<file path="config.mk">
export PLATFORM = sky130hd
export DESIGN_NAME = fetch_queue
export DESIGN_NICKNAME = d
export VERILOG_FILES = /design/src/rtl/fetch_queue.sv
export SDC_FILE = /design/constraint.sdc
export NUM_CORES = 1
export LEC_CHECK = 0
export ABC_AREA = 1
export CAP_MARGIN = 25
export CORE_ASPECT_RATIO = 1.4
export CORE_MARGIN = 2
export CORE_UTILIZATION = 50
export DETAILED_ROUTE_END_ITERATION = 10
export PLACE_DENSITY = 0.72
export SLEW_MARGIN = 10
export SYNTH_ARGS = -nofsm -noshare
export SYNTH_HDL_FRONTEND = slang
export SYNTH_SLANG_ARGS = --single-unit
</file>
<file path="constraint.sdc">
create_clock -name clk -period 7.5 [get_ports clk]
set_clock_uncertainty 0.1 [all_clocks]
set_input_delay 1.125 -clock clk [delete_from_list [all_inputs] [get_ports clk]]
set_output_delay 1.125 -clock clk [all_outputs]
set_load 0.01 [all_outputs]
</file>
<file path="src/rtl/fetch_queue.sv">
// fetch_queue: instruction fetch stage with an in-order prefetch FIFO.
//
// Owns the fetch PC and issues word reads over a request/response handshake.
// Returned words are buffered with their PCs and presented one per cycle
// through the IF/ID register. A redirect clears the buffer and discards any
// responses still in flight.
//
// Optional feature: define FETCH_PERF_EN to add the perf_* counter ports.
//
// Ports:
//   clk, reset              clock; asynchronous active-high reset
//   imem_req/imem_addr      fetch request and its word address
//   imem_ready              memory accepts the request this cycle
//   imem_rvalid/imem_rdata  in-order response word
//   pc_wr_pending           suppress new requests
//   redirect/redirect_pc    one-cycle PC overwrite
//   stall_d/flush_d         hold / invalidate the IF/ID register
//   instr_d/pc_d/valid_d    IF/ID register outputs
//   perf_fetched/dropped/starve  (FETCH_PERF_EN only) wrapping event counters
module fetch_queue #(
  parameter int unsigned DEPTH     = 4,
  parameter logic [31:0] RESET_PC  = 32'h0000_0000,
  parameter logic [31:0] NOP_INSTR = 32'h0000_0000
) (
  input  logic        clk,
  input  logic        reset,
  output logic        imem_req,
  output logic [31:0] imem_addr,
  input  logic        imem_ready,
  input  logic        imem_rvalid,
  input  logic [31:0] imem_rdata,
  input  logic        pc_wr_pending,
  input  logic        redirect,
  input  logic [31:0] redirect_pc,
  input  logic        stall_d,
  input  logic        flush_d,
  output logic [31:0] instr_d,
  output logic [31:0] pc_d,
  output logic        valid_d
`ifdef FETCH_PERF_EN
  ,
  output logic [31:0] perf_fetched,
  output logic [31:0] perf_dropped,
  output logic [31:0] perf_starve
`endif
);

  localparam int unsigned AW = $clog2(DEPTH);
  localparam int unsigned CW = AW + 1;  // counts 0..DEPTH
  localparam logic [CW:0] LP_DEPTH = (CW + 1)'(DEPTH);

  // State
  logic [31:0]   r_fetch_pc;
  logic [CW-1:0] r_occ;
  logic [CW-1:0] r_outst;
  logic [CW-1:0] r_drop;
  logic [AW-1:0] r_wptr;
  logic [AW-1:0] r_rptr;
  logic [31:0]   r_fifo_pc    [DEPTH];
  logic [31:0]   r_fifo_instr [DEPTH];
  logic          r_valid_d;
  logic [31:0]   r_instr_d;
  logic [31:0]   r_pc_d;

  // Next-state and control
  logic [CW:0]   w_sum;
  logic          w_req;
  logic          w_accept;
  logic          w_resp;
  logic          w_push;
  logic          w_discard;
  logic          w_pop;
  logic [31:0]   w_resp_pc;
  logic [31:0]   w_fetch_pc_nxt;
  logic [CW-1:0] w_occ_nxt;
  logic [CW-1:0] w_outst_nxt;
  logic [CW-1:0] w_drop_nxt;
  logic [AW-1:0] w_wptr_nxt;
  logic [AW-1:0] w_rptr_nxt;

  assign w_sum     = {1'b0, r_occ} + {1'b0, r_outst};
  assign w_req     = !reset && !redirect && !pc_wr_pending && (w_sum < LP_DEPTH);
  assign w_accept  = w_req && imem_ready;
  // A response with nothing outstanding is a protocol error and is ignored.
  assign w_resp    = imem_rvalid && (r_outst != '0);
  assign w_push    = w_resp && !redirect && (r_drop == '0);
  assign w_discard = w_resp && (redirect || (r_drop != '0));
  assign w_pop     = !redirect && !flush_d && !stall_d && (r_occ != '0);

  // A push only happens with drop==0, so every outstanding request is live and
  // they are consecutive words ending just below fetch_pc: the oldest one sits
  // outst words back.
  assign w_resp_pc = r_fetch_pc - {{(30 - CW){1'b0}}, r_outst, 2'b00};

  assign imem_req  = w_req;
  assign imem_addr = r_fetch_pc;
  assign instr_d   = r_instr_d;
  assign pc_d      = r_pc_d;
  assign valid_d   = r_valid_d;

  always_comb begin
    w_fetch_pc_nxt = w_accept ? r_fetch_pc + 32'd4 : r_fetch_pc;
    w_outst_nxt    = r_outst + CW'(w_accept) - CW'(w_resp);
    w_drop_nxt     = r_drop - CW'(w_discard);
    w_occ_nxt      = r_occ + CW'(w_push) - CW'(w_pop);
    w_wptr_nxt     = r_wptr + AW'(w_push);
    w_rptr_nxt     = r_rptr + AW'(w_pop);
    if (redirect) begin
      // No issue this cycle; every response still owed belongs to the old path.
      w_fetch_pc_nxt = redirect_pc;
      w_drop_nxt     = r_outst - CW'(w_resp);
      w_occ_nxt      = '0;
      w_wptr_nxt     = '0;
      w_rptr_nxt     = '0;
    end
  end

  always_ff @(posedge clk or posedge reset) begin
    if (reset) begin
      r_fetch_pc <= RESET_PC;
      r_occ      <= '0;
      r_outst    <= '0;
      r_drop     <= '0;
      r_wptr     <= '0;
      r_rptr     <= '0;
    end else begin
      r_fetch_pc <= w_fetch_pc_nxt;
      r_occ      <= w_occ_nxt;
      r_outst    <= w_outst_nxt;
      r_drop     <= w_drop_nxt;
      r_wptr     <= w_wptr_nxt;
      r_rptr     <= w_rptr_nxt;
    end
  end

  // Storage needs no reset: occupancy gates every read.
  always_ff @(posedge clk) begin
    if (w_push) begin
      r_fifo_pc[r_wptr]    <= w_resp_pc;
      r_fifo_instr[r_wptr] <= imem_rdata;
    end
  end

  // IF/ID register
  always_ff @(posedge clk or posedge reset) begin
    if (reset) begin
      r_valid_d <= 1'b0;
      r_instr_d <= NOP_INSTR;
      r_pc_d    <= 32'h0;
    end else if (redirect || flush_d) begin
      r_valid_d <= 1'b0;
      r_instr_d <= NOP_INSTR;
    end else if (stall_d) begin
      r_valid_d <= r_valid_d;
    end else if (r_occ != '0) begin
      r_valid_d <= 1'b1;
      r_instr_d <= r_fifo_instr[r_rptr];
      r_pc_d    <= r_fifo_pc[r_rptr];
    end else begin
      r_valid_d <= 1'b0;
      r_instr_d <= NOP_INSTR;
    end
  end

`ifdef FETCH_PERF_EN
  logic w_starve;
  assign w_starve = !redirect && !flush_d && !stall_d && (r_occ == '0);

  always_ff @(posedge clk or posedge reset) begin
    if (reset) begin
      perf_fetched <= 32'h0;
      perf_dropped <= 32'h0;
      perf_starve  <= 32'h0;
    end else begin
      perf_fetched <= perf_fetched + 32'(w_push);
      perf_dropped <= perf_dropped + 32'(w_discard);
      perf_starve  <= perf_starve + 32'(w_starve);
    end
  end
`endif

endmodule

</file>
==> reports/results.txt <==
Outcome: finished clean
Min-delay worst type: reg2reg
Setup-failing EPs final: 0
RSZ-0062 raised after global routing: no
Slew Viols, Final: 0
Final HPWL from detailed placement: 23600 µm
Critical path, cell by cell: clkdlybuf4s50_1 > inv_4 > nand3_2 > nor2_4 > clkdlybuf4s50_1
R2R setup slack: 4.72 ns
First-pass DRT Iterations: 4
Inserted Clock Buffers: 35
Post-Syn Nets: 1641
Gr ovfl total: 0
CP max stage delay: 0.56 ns
Largest net degree at the start of global routing: 95
Seq cells post-synth: 366
CTS resizes: 0
Via/cell ratio: 5.47
CTS Hold Bufs: 0
R2r endpoint: pc_d[17]$_DFFE_PP0P_
Vias in the first global route: 11600
Starting Density: 0.506
Initial DRC count: 922
PwrDens: 289 nW/µm²
Post-DRT Antenna Nets: 0
# clock sinks: 366
CP arrival: 2.83 ns
Tcrit/Tclk final: 0.541
Mapped cell area: 16000 µm²
Slew HR: 0.361
Wire length per cell: 18.0 µm
Commonest non-fill, non-tap cell in the layout: nand2_1
Ant diodes: 0
Core area: 31600 µm²
CP Class: in2out
Crit. End Element: primary output
Max Freq: 0.246 GHz
Layout Cells excl Fill: 2113
Final setup TNS: 0 ns
Hold path start: pc_d[25]$_DFFE_PP0P_
Die ar.: 33500 µm²
Layout cells sized above 1: 0.0611
Startpoint types: primary input
First-pass GRT wire length: 60000 µm
Longest Clk Path Bufs: 3
Post-Synthesis Cells: 1550
GP Congestion: 0.905
Reg2Reg Depth: 6
Synth warn: 0
H-tree Lvls: 2
Cells after DPL: 2051
Yosys cell types: 39
Post-route DRC: 0
Total track usage: 0.229
Via Count: 11600
Clk slew on worst S/H paths: 0.06 ns
Peak supply drop: 0.149 mV
Sequential share of the synthesized area: 0.652
Area growth syn-to-layout: 19.1%
Mean Syn Cell Area: 10.3 µm²
Number of antenna violations at the first check in global routing: 0
Final Hold Viols: 0
Post CTS Setup Buffer Count: 0
Clk Latency, worst-skew pair: 0.52 ns
Max FO, Critical Path: 32
Top Ports: 170
Row Count: 77
Minimum clock period: 4.06 ns
Data required time at the worst endpoint: 6.27 ns
Clk root buf: clkbuf_16
Total leakage power: 7.62 nW
R2r startpoint: r_rptr[0]$_DFF_PP0_
Hold-critical path depth: 2
Die W: 155 µm
Drt total wl: 38000 µm
Hold Path End: pc_d[25]$_DFFE_PP0P_
Slew at the pin with the worst max-slew slack: 0.959 ns
Max-Cap Viols: 0
Die Y-Extent: 216 µm
Nets: 1784
Port Buffers: 169
Slowest-stage cell, CP: clkdlybuf4s50_1
Commonest cells after routing, fill and taps aside: nand2_1, edfxtp_1, nor2_1
Critical path's most frequent cell: clkdlybuf4s50_1
CTS tree: built
==> area by class of cell <==
cell class	count	area, µm²
fillers	2554	12500
flip-flops and latches	366	10400
multi-input cells	1015	4820
repair buffers	186	1810
clock buffers	50	1000
well taps	395	494
inverters	89	345
clock inverters	12	138
==> stage by stage <==
stage	utilization	setup slack (ns)	instance area, µm²	power, mW	hold slack [ns]
final	0.603	3.44	19100	5.51	0.385
after global routing	0.603	3.32	19100	5.77	0.415
after CTS	0.603	3.39	19100	5.54	0.382
after detailed placement	0.567	3.23	17900	3.79	0.365
after global placement	0.567	3.28	17900	3.75	0.365
after floorplan	-	0.690	16000	3.26	0.398
==> how the worst max path moves through the flow <==
stage / start / end / slack (ns) / cells after the start
detailed placement: redirect / r_rptr[0]$_DFF_PP0_ / 3.23 / 9
finish: reset / imem_req / 3.44 / 5
floorplan: redirect / r_fifo_instr[0][0]$_DFFE_PP_ / 0.69 / 4
CTS: reset / imem_req / 3.39 / 5
global placement: redirect / r_rptr[0]$_DFF_PP0_ / 3.28 / 9
global route: reset / imem_req / 3.32 / 5
==> per-layer routing <==
| layer | vias to the layer above | GRT usage | wire [µm] |
|---|---|---|---|
| li1 | 5513 | - | - |
| met1 | 5575 | 0.288 | 15500 |
| met2 | 382 | 0.403 | 19300 |
| met3 | 80 | 0.0277 | 1960 |
| met4 | 0 | 0.0896 | 1310 |
| met5 | - | 0 | 0 |
==> critical path: cells and delay by family <==
kind | cells | cell delay [ns]
buffers and inverters | 3 | 1.38
AND/OR/NAND/NOR | 2 | 0.31
==> cell families after synthesis <==
family	synth area share
simple gates	0.192
buf+inv	0.0477
compound gates	0.0712
fa+ha+maj	0.0163
flops	0.652
mux	0.00125
xor+xnor	0.0186
==> flip-flops by register name, indices dropped and copies added, names as in the netlist <==
| signal | flops |
|---|---|
| instr_d | 32 |
| imem_addr | 32 |
| r_outst | 3 |
| r_fifo_pc | 128 |
| r_occ | 3 |
| pc_d | 32 |
| r_fifo_instr | 128 |
| r_rptr | 2 |
| valid_d | 1 |
| r_drop | 3 |
| r_wptr | 2 |
==> report_power, final <==
part	switching [mW]	internal [mW]	leakage, nW
Clock	0.723	1.04	0.555
Combinational	0.670	0.487	3.34
Sequential	0.181	2.41	3.72
Total	1.57	3.94	7.62
==> Yosys cell counts (all sizes together) <==
cell type	count	area, µm²
a21oi	4	20.0
nand3	102	528
a31oi	1	6.26
nor3	6	40.0
xor2	31	272
xnor2	3	26.3
fa	3	60.1
inv	89	342
nand2	401	1530
nand4	4	25.0
nor4	1	6.26
ha	16	200
o22ai	64	400
o21ai	141	706
nand3b	1	7.51
clkbuf	42	159
nor2	230	920
mux2i	2	20.0
dfrtp	110	2750
and2	2	12.5
or2	2	12.5
edfxtp	256	7690
o211ai	1	7.51
buf	38	263
Power figures use the tool's default switching activity.
